--- config.mk ---
export PLATFORM = sky130hd
export DESIGN_NAME = mc_controller
export DESIGN_NICKNAME = d
export VERILOG_FILES = /design/src/rtl/mc_pkg.sv /design/src/rtl/mc_alu_decoder.sv /design/src/rtl/mc_controller.sv
export SDC_FILE = /design/constraint.sdc
export NUM_CORES = 1
export LEC_CHECK = 0
export BUFFER_PORTS_ARGS = -buffer_cell sky130_fd_sc_hd__buf_4
export CAP_MARGIN = 20
export CORE_MARGIN = 5
export CORE_UTILIZATION = 45
export CTS_CLUSTER_DIAMETER = 120
export DETAILED_ROUTE_END_ITERATION = 16
export GPL_ROUTABILITY_DRIVEN = 0
export PLACE_DENSITY = 0.75
export SETUP_SLACK_MARGIN = 0.3
export SYNTH_ARGS = -nofsm -noshare
export SYNTH_HDL_FRONTEND = slang
export SYNTH_SLANG_ARGS = --single-unit
export TNS_END_PERCENT = 50
--- constraint.sdc ---
create_clock -name clk -period 4.6 [get_ports clk]
set_clock_uncertainty 0.2 [all_clocks]
set_input_delay 0.69 -clock clk [delete_from_list [all_inputs] [get_ports clk]]
set_output_delay 0.69 -clock clk [all_outputs]
set_load 0.02 [all_outputs]
--- src/rtl/mc_pkg.sv ---
// mc_pkg: shared definitions for the multicycle controller.
// Holds the FSM state encoding, opcode / funct / ALU-code constants,
// ALU B-source encodings, the FSM-to-decoder aluop codes and small
// helpers for the byte-fetch sequence.
package mc_pkg;

    typedef enum logic [3:0] {
        FETCH1  = 4'd0,
        FETCH2  = 4'd1,
        FETCH3  = 4'd2,
        FETCH4  = 4'd3,
        DECODE  = 4'd4,
        MEMADR  = 4'd5,
        LBRD    = 4'd6,
        LBWR    = 4'd7,
        SBWR    = 4'd8,
        RTYPEWR = 4'd9,
        ADDIWR  = 4'd10,
        BEQEX   = 4'd11,
        BEQTK   = 4'd12,
        JEX     = 4'd13
    } state_t;

    localparam logic [5:0] OP_RTYPE = 6'b000000;
    localparam logic [5:0] OP_LB    = 6'b100000;
    localparam logic [5:0] OP_SB    = 6'b101000;
    localparam logic [5:0] OP_BEQ   = 6'b000100;
    localparam logic [5:0] OP_J     = 6'b000010;
    localparam logic [5:0] OP_ADDI  = 6'b001000;

    localparam logic [5:0] FN_ADD = 6'b100000;
    localparam logic [5:0] FN_SUB = 6'b100010;
    localparam logic [5:0] FN_AND = 6'b100100;
    localparam logic [5:0] FN_OR  = 6'b100101;
    localparam logic [5:0] FN_SLT = 6'b101010;

    localparam logic [2:0] ALU_ADD = 3'b010;
    localparam logic [2:0] ALU_SUB = 3'b110;
    localparam logic [2:0] ALU_AND = 3'b000;
    localparam logic [2:0] ALU_OR  = 3'b001;
    localparam logic [2:0] ALU_SLT = 3'b111;

    localparam logic [1:0] SRCB_RD2   = 2'b00;
    localparam logic [1:0] SRCB_ONE   = 2'b01;
    localparam logic [1:0] SRCB_IMM   = 2'b10;
    localparam logic [1:0] SRCB_IMMSH = 2'b11;

    // Request from the FSM to the ALU decoder.
    localparam logic [1:0] ALUOP_ADD   = 2'b00;
    localparam logic [1:0] ALUOP_SUB   = 2'b01;
    localparam logic [1:0] ALUOP_FUNCT = 2'b10;

    // Instruction-register byte lane written in each fetch state.
    function automatic logic [3:0] fetch_lane(input state_t s);
        logic [3:0] lane;
        case (s)
            FETCH1:  lane = 4'b0001;
            FETCH2:  lane = 4'b0010;
            FETCH3:  lane = 4'b0100;
            FETCH4:  lane = 4'b1000;
            default: lane = 4'b0000;
        endcase
        return lane;
    endfunction

    // Successor of each fetch state once its byte has arrived.
    function automatic state_t fetch_next(input state_t s);
        state_t nxt;
        case (s)
            FETCH1:  nxt = FETCH2;
            FETCH2:  nxt = FETCH3;
            FETCH3:  nxt = FETCH4;
            FETCH4:  nxt = DECODE;
            default: nxt = FETCH1;
        endcase
        return nxt;
    endfunction

endpackage

--- src/rtl/mc_alu_decoder.sv ---
// alu_decoder: combinational mapping from the FSM's aluop request and the
// R-type funct field to the 3-bit ALU operation code.
// Ports: aluop (in, 2)  - add / sub / use-funct request from the FSM
//        funct (in, 6)  - instr[5:0]
//        alucont (out, 3) - ALU operation
module alu_decoder
    import mc_pkg::*;
(
    input  logic [1:0] aluop,
    input  logic [5:0] funct,
    output logic [2:0] alucont
);

    // Select the ALU operation; unknown funct codes fall back to add.
    always_comb begin
        alucont = ALU_ADD;
        case (aluop)
            ALUOP_ADD: alucont = ALU_ADD;
            ALUOP_SUB: alucont = ALU_SUB;
            ALUOP_FUNCT: begin
                case (funct)
                    FN_ADD:  alucont = ALU_ADD;
                    FN_SUB:  alucont = ALU_SUB;
                    FN_AND:  alucont = ALU_AND;
                    FN_OR:   alucont = ALU_OR;
                    FN_SLT:  alucont = ALU_SLT;
                    default: alucont = ALU_ADD;
                endcase
            end
            default: alucont = ALU_ADD;
        endcase
    end

endmodule

--- src/rtl/mc_controller.sv ---
// mc_controller: multicycle control FSM for the 8-bit byte-fetch datapath.
// Fetches the instruction one byte per cycle (or skips to DECODE on an
// instruction-cache hit when CACHE_EN=1), decodes op/funct and drives every
// datapath select, enable and write strobe. Outputs are Mealy: a function of
// the state register plus op, funct, zero, hit and mem_ready.
// Ports: clk, reset_n (async active-low); op, funct (instruction fields);
//        zero, hit, mem_ready (status); memread, memwrite, iord, pcen,
//        alusrca, alusrcb, alucont, pcsource, irenable, irwrite, lord,
//        memtoreg, regdst, regwrite, add4pc (datapath controls);
//        illegal, instr_done (one-cycle event pulses).
module mc_controller
    import mc_pkg::*;
#(
    parameter bit CACHE_EN = 1'b0
) (
    input  logic       clk,
    input  logic       reset_n,
    input  logic [5:0] op,
    input  logic [5:0] funct,
    input  logic       zero,
    input  logic       hit,
    input  logic       mem_ready,
    output logic       memread,
    output logic       memwrite,
    output logic       iord,
    output logic       pcen,
    output logic       alusrca,
    output logic [1:0] alusrcb,
    output logic [2:0] alucont,
    output logic       pcsource,
    output logic       irenable,
    output logic [3:0] irwrite,
    output logic       lord,
    output logic       memtoreg,
    output logic       regdst,
    output logic       regwrite,
    output logic       add4pc,
    output logic       illegal,
    output logic       instr_done
);

    state_t     state_r;
    state_t     next_s;
    logic [1:0] aluop_s;
    logic [2:0] alucont_s;
    logic       memread_s, memwrite_s, iord_s, pcen_s, alusrca_s;
    logic [1:0] alusrcb_s;
    logic       pcsource_s, irenable_s, lord_s, memtoreg_s, regdst_s;
    logic [3:0] irwrite_s;
    logic       regwrite_s, add4pc_s, illegal_s, instr_done_s;

    alu_decoder u_alu_decoder (
        .aluop   (aluop_s),
        .funct   (funct),
        .alucont (alucont_s)
    );

    // State register; reset drops straight back to the first fetch byte.
    always_ff @(posedge clk or negedge reset_n) begin
        if (!reset_n) begin
            state_r <= FETCH1;
        end else begin
            state_r <= next_s;
        end
    end

    // Next-state and Mealy control decode for the current state.
    always_comb begin
        next_s       = state_r;
        aluop_s      = ALUOP_ADD;
        memread_s    = 1'b0;
        memwrite_s   = 1'b0;
        iord_s       = 1'b0;
        pcen_s       = 1'b0;
        alusrca_s    = 1'b0;
        alusrcb_s    = SRCB_RD2;
        pcsource_s   = 1'b0;
        irenable_s   = 1'b0;
        irwrite_s    = 4'b0000;
        lord_s       = 1'b0;
        memtoreg_s   = 1'b0;
        regdst_s     = 1'b0;
        regwrite_s   = 1'b0;
        add4pc_s     = 1'b0;
        illegal_s    = 1'b0;
        instr_done_s = 1'b0;
        case (state_r)
            FETCH1, FETCH2, FETCH3, FETCH4: begin
                memread_s = 1'b1;
                alusrcb_s = SRCB_ONE;
                // A cache hit outranks mem_ready: the whole word is
                // already available, so PC jumps by 4 and we decode.
                if (CACHE_EN && hit && (state_r == FETCH1)) begin
                    memread_s = 1'b0;
                    add4pc_s  = 1'b1;
                    pcen_s    = 1'b1;
                    next_s    = DECODE;
                end else if (mem_ready) begin
                    irenable_s = 1'b1;
                    irwrite_s  = fetch_lane(state_r);
                    pcen_s     = 1'b1;
                    next_s     = fetch_next(state_r);
                end else begin
                    next_s = state_r;
                end
            end
            DECODE: begin
                case (op)
                    OP_LB, OP_SB: next_s = MEMADR;
                    OP_RTYPE:     next_s = RTYPEWR;
                    OP_ADDI:      next_s = ADDIWR;
                    OP_BEQ:       next_s = BEQEX;
                    OP_J:         next_s = JEX;
                    default: begin
                        illegal_s    = 1'b1;
                        instr_done_s = 1'b1;
                        next_s       = FETCH1;
                    end
                endcase
            end
            MEMADR: begin
                alusrca_s = 1'b1;
                alusrcb_s = SRCB_IMM;
                if (op == OP_SB) begin
                    next_s = SBWR;
                end else begin
                    next_s = LBRD;
                end
            end
            LBRD: begin
                alusrca_s = 1'b1;
                alusrcb_s = SRCB_IMM;
                iord_s    = 1'b1;
                memread_s = 1'b1;
                lord_s    = mem_ready;
                if (mem_ready) begin
                    next_s = LBWR;
                end else begin
                    next_s = LBRD;
                end
            end
            LBWR: begin
                memtoreg_s   = 1'b1;
                regwrite_s   = 1'b1;
                instr_done_s = 1'b1;
                next_s       = FETCH1;
            end
            SBWR: begin
                alusrca_s  = 1'b1;
                alusrcb_s  = SRCB_IMM;
                iord_s     = 1'b1;
                memwrite_s = 1'b1;
                if (mem_ready) begin
                    instr_done_s = 1'b1;
                    next_s       = FETCH1;
                end else begin
                    next_s = SBWR;
                end
            end
            RTYPEWR: begin
                alusrca_s    = 1'b1;
                aluop_s      = ALUOP_FUNCT;
                regdst_s     = 1'b1;
                regwrite_s   = 1'b1;
                instr_done_s = 1'b1;
                next_s       = FETCH1;
            end
            ADDIWR: begin
                alusrca_s    = 1'b1;
                alusrcb_s    = SRCB_IMM;
                regwrite_s   = 1'b1;
                instr_done_s = 1'b1;
                next_s       = FETCH1;
            end
            BEQEX: begin
                alusrca_s = 1'b1;
                aluop_s   = ALUOP_SUB;
                next_s    = BEQTK;
            end
            BEQTK: begin
                alusrcb_s    = SRCB_IMMSH;
                pcen_s       = zero;
                instr_done_s = 1'b1;
                next_s       = FETCH1;
            end
            JEX: begin
                pcsource_s   = 1'b1;
                pcen_s       = 1'b1;
                instr_done_s = 1'b1;
                next_s       = FETCH1;
            end
            default: begin
                next_s = FETCH1;
            end
        endcase
    end

    // Output stage: reset forces a quiet, strobe-free PC+1 setup so nothing
    // can write while reset_n is low, even though FETCH1 itself would read.
    always_comb begin
        if (!reset_n) begin
            memread    = 1'b0;
            memwrite   = 1'b0;
            iord       = 1'b0;
            pcen       = 1'b0;
            alusrca    = 1'b0;
            alusrcb    = SRCB_ONE;
            alucont    = ALU_ADD;
            pcsource   = 1'b0;
            irenable   = 1'b0;
            irwrite    = 4'b0000;
            lord       = 1'b0;
            memtoreg   = 1'b0;
            regdst     = 1'b0;
            regwrite   = 1'b0;
            add4pc     = 1'b0;
            illegal    = 1'b0;
            instr_done = 1'b0;
        end else begin
            memread    = memread_s;
            memwrite   = memwrite_s;
            iord       = iord_s;
            pcen       = pcen_s;
            alusrca    = alusrca_s;
            alusrcb    = alusrcb_s;
            alucont    = alucont_s;
            pcsource   = pcsource_s;
            irenable   = irenable_s;
            irwrite    = irwrite_s;
            lord       = lord_s;
            memtoreg   = memtoreg_s;
            regdst     = regdst_s;
            regwrite   = regwrite_s;
            add4pc     = add4pc_s;
            illegal    = illegal_s;
            instr_done = instr_done_s;
        end
    end

endmodule

# Word-level counts from Yosys, hierarchy flattened
# Index checks and enable logic that the tools add are counted.
# word_totals
register_bits,4
inputBits,17
output_inout_bits,23
elab_cells,82
# op_classes
n_eq_ne,25
n_mux,45
n_reduce_logical,11
# ops
operator,count
"equality test 6 bit, second input constant",6
two-way mux 1 bit,27
"equality test 4 bit, second input constant",6
two-way mux 4 bit,6
one-hot mux 3 bit (4 select lines),2
one-hot mux 4 bit (6 select lines),1
one-hot mux 4 bit (5 select lines),1
"equality test 4 x 3 -> 1 bit, second input constant",4
one-hot mux 4 bit (4 select lines),1
OR reduction 6 bit,2
OR reduction 5 bit,2
"equality test 4 x 2 -> 1 bit, second input constant",2
OR reduction 4 bit,2
"equality test 6 x 2 -> 1 bit, second input constant",1
"equality test 6 x 3 -> 1 bit, second input constant",1
"equality test 6 x 4 -> 1 bit, second input constant",1
logical NOT 6 bit,1
one-hot mux 1 bit (3 select lines),2
one-hot mux 2 bit (3 select lines),1
one-hot mux 3 bit (2 select lines),1
"equality test 4 x 1 -> 1 bit, second input constant",1
logical NOT 4 bit,1
one-hot mux 2 bit (2 select lines),1
OR reduction 2 bit,2
6 further kinds,6

# Depth between registers and ports, before layout
# Gate-level depths: netlist of the first run.
# depth
depth_word,5
mapped_depth,7
depth_no_buf,6

# By module
# A second synthesis of the first run with hierarchy kept.
# hier_totals
hier_cells,121
hier_area_um2,884.6
# modules_own_cells
mod,instances,cells_each,area_each_um2,seq_area_each_um2
mc_controller,1,106,765.7,100.1
alu_decoder,1,15,118.9,0.0

# Least setup slack after synthesis of the first run
# No wires, ideal clock.
# synth_path
kind,input port to output port
start,input port op[3]
end,output port instr_done
arrival_time_ns,1.788
required_ns,3.710
path_slack_ns,1.922
path_stages,4
path_buffers,0
cell_sequence,or2_4 maj3_2 o2111a_1 a21o_1
# synth_via
elab_chain_len,5
word_cells_on_any_way,10
classes_between,eq/ne: 5; mux: 3; reduce/logical: 2
# synth_rtl
element,line_no,text
"start, declared",mc_controller.sv:18,"input logic [5:0] op,"
"equality test 6 bit, or another cell as far along",mc_controller.sv:108,case (op)
OR reduction 6 bit (no line) (*),n/a,
two-way mux 1 bit (*),mc_controller.sv:108,
one-hot mux 1 bit (3 select lines) (*),mc_controller.sv:87,case (state_r)
two-way mux 1 bit (*),mc_controller.sv:201,if (!reset_n) begin
"end, declared",mc_controller.sv:39,output logic instr_done
# Every way passes the cells marked *; elsewhere a longest branch is shown, timed or not.

# Final worst setup path of the first run
# layout_path
start,register state_r[0]
end,output port alucont[1]
# layout_via
elab_chain_len,5
word_cells_on_any_way,7
classes_between,eq/ne: 4; mux: 3
# layout_rtl
element,line_no,text
"start, declared",mc_controller.sv:42,state_t state_r;
"start signal, assigned",mc_controller.sv:63,state_r <= next_s;
equality test 4 bit,mc_controller.sv:87,
one-hot mux 2 bit (2 select lines) (*),mc_controller.sv:87,
equality test 2 bit or equality test 2 x 1 -> 1 bit (tied branches),mc_alu_decoder.sv:17,case (aluop)
one-hot mux 3 bit (2 select lines) (*),mc_alu_decoder.sv:17,
two-way mux 3 bit (*),mc_controller.sv:201,
"end, declared",mc_controller.sv:29,"output logic [2:0] alucont,"
# Marked as above.

==> flow_summary.toml, run 1 <==
[status]
status = "complete, no violations"

[power]
leakagePower_nw = 0.481
power_density_nw_per_um2 = 359
power_mw = 0.370
ir_drop_mv = 0.218

[detailed_routing]
vias_per_cell = 5.89
drtIter0Drc = 26
route.detailed.drc = 0
wl_per_cell_um = 13.9
vias = 943
drtPass1Iterations = 4
ant_nets = 0
routed_wl_um = 2220

[floorplanning]
die_h_um = 51.8
core_sq_um = 1690
rows = 15
die-width_um = 51.8
design.die.area_sq_um = 2680
ios = 40
start_util_pct = 46.5

[grt]
grt_use_total_pct = 17.5
antenna_found_initial = 0
grt_max_degree = 21
gr-total-overflow = 0
grt_pass1_wl_um = 3660
grt_pass1_vias = 891

[critical_path]
r2r_cells = 4
rrSetupSlack_ns = 2.68
path_cells = "nand2_1 -> nor2_1 -> ha_1 -> nand2b_1 -> a211o_1 -> buf_4"
r2r-start = "state_r[0]$_DFFE_PN0P_"
crit_buf_inv = 1
crit_required_ns = 3.71
critical_path_arrival_ns = 2.23
cp-start-kind = "flip-flop"
crit_fanout = 17
end_kind = "output pin"
critPathSlowestCell = "dfrtp_1"
critPathTopFamily = "simple AND/OR/NAND/NOR gates"
slowest_delay_ns = 0.64
regToRegEndpoint = "state_r[3]$_DFFE_PN0P_"
path_class = "flip-flop to output pin"

[timing]
finalHoldViolations = 0
tightest_slew_ns = 0.502
max_clock_freq_mhz = 321
finalSetupViolCount = 0
rsz0062_at_grt = "no"
finalCriticalPeriod_ns = 3.12
period_share_pct = 67.8
relSlewSlack_pct = 66.5
finalMaxSlewViolations = 0
fin_setup_tns_ns = 0

[synthesis]
synth-edff-count = 0
yosysWarnings = 0
mappedNetlistNets = 130
netlist_area_sq_um = 786
synth_top_flop_cell = "dfrtp_1"
ys_types = 46
syn-instance-count = 111
async_flop_share_pct = 100
ys_seq_elements = 4
synth-seq-area-share_pct = 12.7
synth.avg_cell_area_sq_um = 7.08

[cts]
cts_setup_buffers = 0
path_clk_slew_ns = 0.03
clkSinkCount = 4
cts_tree = "built"
root_buffer = "clkbuf_4"
post_cts_resized = 0
htree_levels = 1
clockBufferDepth = 2
postCtsHoldBufs = 0
clkLatencyLatePin_ns = 0.23
cts_inserted_buffers = 3

[placed_design]
dp_hpwl_um = 1720
io_buffers = 37

[cells_and_area]
reg.largest.list = "state_r x4"
largest_register_ffs = 4
final_nets = 164
diodes = 0
top_register = "state_r"
drive_above_1_share_pct = 32.9
syn2layout_area_growth_pct = 31.2

[worst_hold_path]
hold_path_class = "primary input to async pin"

[run]
maxCapViolCount = 0
[synthesized netlist by cell type (2+ instances only)]
master | number | area share [%]
mux2i_1 | 2 | 2.5
dfrtp_1 | 4 | 13
ha_1 | 2 | 3.2
nand4_1 | 2 | 1.6
nand2b_1 | 4 | 3.2
and3_1 | 3 | 2.4
nor2b_1 | 4 | 3.2
a21oi_1 | 4 | 2.5
a311o_1 | 2 | 2.5
o21ai_0 | 5 | 3.2
inv_1 | 7 | 3.3
nand3_1 | 4 | 2.5
buf_4 | 2 | 1.9
a211oi_1 | 2 | 1.9
nand2_1 | 9 | 4.3
a211o_1 | 2 | 2.2
nor3_1 | 2 | 1.3
o22ai_1 | 2 | 1.6
nor2_1 | 18 | 8.6
clkbuf_8 | 3 | 5.3
nor4_1 | 2 | 1.6
a21boi_0 | 2 | 1.9
[routing by layer]
metal | vias up | GRT usage [%] | routed length (um)
li1 | 467 | - | -
met1 | 437 | 21.6 | 949
met2 | 37 | 30.7 | 1110
met3 | 2 | 0.860 | 148
met4 | 0 | 8.30 | 9
met5 | - | 0 | 0
[stage by stage]
step,setup slack (ns),area [sq um],util (%),hold WS [ns],std cells
floorplan,1.92,786,-,0.194,111
finish,1.48,1030,61.0,0.109,160
detailed placement,1.76,1010,59.7,0.345,157
global placement,1.79,1010,59.7,0.345,157
global route,1.30,1030,61.0,0.112,160
CTS,1.50,1030,61.0,0.101,160
[cell usage in the layout, fill, tap and decap left out, types with 2 or more instances in the layout]
cell,netlist,layout
a311o_1,2,2
o22ai_1,2,2
a211oi_1,2,2
nor2_1,18,18
nand2b_1,4,4
nor3_1,2,2
a21oi_1,4,4
dfrtp_1,4,4
inv_1,7,7
nor2b_1,4,4
mux2i_1,2,2
a21boi_0,2,2
buf_4,2,37
nand2_1,9,9
nand4_1,2,2
o21ai_0,5,5
nand3_1,4,4
clkbuf_4,0,3
and3_1,3,3
ha_1,2,2
nor4_1,2,2
a211o_1,2,2
[worst max-delay path by stage]
stage / cells past startpoint / from / endpoint
2_1_floorplan: 4 / op[3] / instr_done
3_3_place_gp: 6 / op[3] / instr_done
3_5_place_dp: 6 / state_r[0]$_DFFE_PN0P_ / alucont[1]
4_1_cts: 6 / state_r[0]$_DFFE_PN0P_ / alucont[1]
5_1_grt: 6 / state_r[0]$_DFFE_PN0P_ / alucont[1]
6_report: 6 / state_r[0]$_DFFE_PN0P_ / alucont[1]
[final cells by class]
type                            instances  area (sq um)
Sequential cell                         4           100
Timing Repair Buffer                   37           278
Fill cell                             167           658
Clock buffer                            3          22.5
Multi-Input combinational cell         92           583
Tap cell                               17          21.3
Inverter                                7          26.3
[cell families after synthesis]
group,count (synthesis),share of synthesized area [%]
muxes,2,2.55
DFF,4,12.7
buffers and inverters,15,13.1
xor gates and xnor gates,1,1.11
AOI/OAI and AO/OA,30,27.7
and+or+nand+nor,54,36.5
other,1,0.477
adders and majority gates,4,5.89
[power by group]
group / switching (mW) / internal [mW] / leakage [nW]
sequential: 0.0518 / 0.0484 / 0.0517
combinational: 0.133 / 0.0969 / 0.416
clock: 0.0117 / 0.0290 / 0.0138
(Power assumes the default switching activity.)
==> run 2, diff against run 1 <==
==> constraint.sdc (replaced) <==
create_clock -name clk -period 2.9 [get_ports clk]
set_clock_uncertainty 0.2 [all_clocks]
set_input_delay 0.435 -clock clk [delete_from_list [all_inputs] [get_ports clk]]
set_output_delay 0.435 -clock clk [all_outputs]
set_load 0.02 [all_outputs]
==> run 2 against run 1 <==
Compared with the run above:
- routed wire length up 10%
- first-iteration DRC count down 7.7%
- core utilization up 4.2 points
- combinational power rose by 100%
==> flow_summary.toml, run 2 (synthesis results as in run 1) <==
[timing]
finalHoldViolations = 0
fin_setup_tns_ns = 0
rsz0062_at_grt = "no"
finalSetupViolCount = 0
finalCriticalPeriod_ns = 2.49
worst_hold_slack_ns = 0.401
finalMaxSlewViolations = 0
period_share_pct = 85.8
max_clock_freq_mhz = 402

[cells_and_area]
final_area_sq_um = 1100
reg.largest.list = "state_r x4"
drive_above_1_share_pct = 39.6
final_nets = 170
top_register = "state_r"
largest_register_ffs = 4
final_common_cell = "buf_4"
diodes = 0
syn2layout_area_growth_pct = 40.3
mostFrequentLayoutCells = "42 x buf_4, 17 x nor2_1, 9 x nand2_1"

[critical_path]
critPathSlowestCell = "dfrtp_2"
r2r_cells = 5
startpoint = "state_r[0]$_DFFE_PN0P_"
slowest_delay_ns = 0.44
path_class = "flip-flop to output pin"
end_kind = "output pin"
crit_required_ns = 2.27
crit_fanout = 8
rrSetupSlack_ns = 0.98
path_cells = "nand2_1 -> nor2_2 -> ha_1 -> nand2b_1 -> a211o_1 -> buf_4"
r2r-start = "state_r[0]$_DFFE_PN0P_"
critical_path_arrival_ns = 1.85
cp-start-kind = "flip-flop"

[detailed_routing]
vias = 1009
drtIter0Drc = 24
ant_nets = 0
routed_wl_um = 2440
wl_met1_um = 978
vias_per_cell = 6.08
met3WireLength_um = 198
wl_per_cell_um = 14.7
route.detailed.drc = 0
met2_length_um = 1260
topRoutingLayerUsed = "met4"
drtPass1Iterations = 4

[grt]
antenna_found_initial = 0
grt_use_total_pct = 19.1
grt_pass1_vias = 932
grt_max_degree = 21
grt_pass1_wl_um = 4080
gr-total-overflow = 0

[power]
power_density_nw_per_um2 = 595
ir_drop_mv = 0.404
leakagePower_nw = 0.510
power_mw = 0.656

[floorplanning]
ios = 40
design.die.area_sq_um = 2680
rows = 15
start_util_pct = 46.5
die_h_um = 51.8
die-width_um = 51.8
core_sq_um = 1690

[cts]
path_clk_slew_ns = 0.04
htree_levels = 1
root_buffer = "clkbuf_4"
clkSinkCount = 4
clkLatencyLatePin_ns = 0.23
cts_tree = "built"
cts_inserted_buffers = 3
clockBufferDepth = 2

[placed_design]
dp_hpwl_um = 1900
io_buffers = 37
place_area_sq_um = 1030

[worst_hold_path]
hold_path_class = "primary input to async pin"

[run]
maxCapViolCount = 0

[status]
status = "complete, no violations"
==> run 2: cell count changes in the layout (fill, tap and decap cells not counted), moves of 2 or more <==
cell | before | now
buf_4 | 37 | 42
dfrtp_1 | 4 | 1
dfrtp_2 | 0 | 3
nor2b_1 | 4 | 2
==> run 2: layout make-up <==
cell class | count | area (sq um)
clock buffers | 3 | 22.5
inverters | 7 | 26.3
well taps | 17 | 21.3
fillers | 153 | 587
multi-input cells | 92 | 603
repair buffers | 43 | 325
flip-flops and latches | 4 | 104
==> run 2: worst max-delay path, delay by kind of cell (launching register included) <==
| family | cells | cell delay, ns |
|---|---|---|
| flip-flops | 1 | 0.44 |
| AO/OA/AOI/OAI | 1 | 0.27 |
| buffers and inverters | 1 | 0.16 |
| AND/OR/NAND/NOR | 3 | 0.51 |
| adder cells (fa/ha/maj) | 1 | 0.25 |
==> run 2: power breakdown <==
group          internal, mW  switching (mW)
registers            0.0809          0.0485
clock network        0.0460          0.0192
logic                 0.196           0.265
total                 0.323           0.333
==> run 2: worst paths after layout <==
| kind | end |
|---|---|
| max | alucont[1] |
| min | state_r[3]$_DFFE_PN0P_ |
| max reg2reg | state_r[3]$_DFFE_PN0P_ |
| min reg2reg | state_r[0]$_DFFE_PN0P_ |
| max in group asynchronous | state_r[0]$_DFFE_PN0P_ |
| min in group clk | state_r[0]$_DFFE_PN0P_ |
==> run 2: repair_timing <==
action / 4_1_cts / 5_1_grt
buffers inserted: 0 / 2
hold buffers: 1 / 0
gates resized for setup: 2 / 6
endpoints found under the setup margin: 1 / 2
endpoints found under the hold margin: 4 / 0
==> run 2: per-stage QoR <==
step                      setup slack [ns]  instances  util, %
final                                0.411        166     65.3
after global routing                 0.309        166     65.3
after CTS                            0.312        164     63.2
after detailed placement             0.499        160     61.0
after global placement               0.527        160     61.0
after floorplan                      0.716        111        -
==> run 2: layer usage <==
layer	up-vias	track usage (%)
li1	482	-
met1	477	24.6
met2	48	34.7
met3	2	1.72
met4	0	3.49
met5	-	0
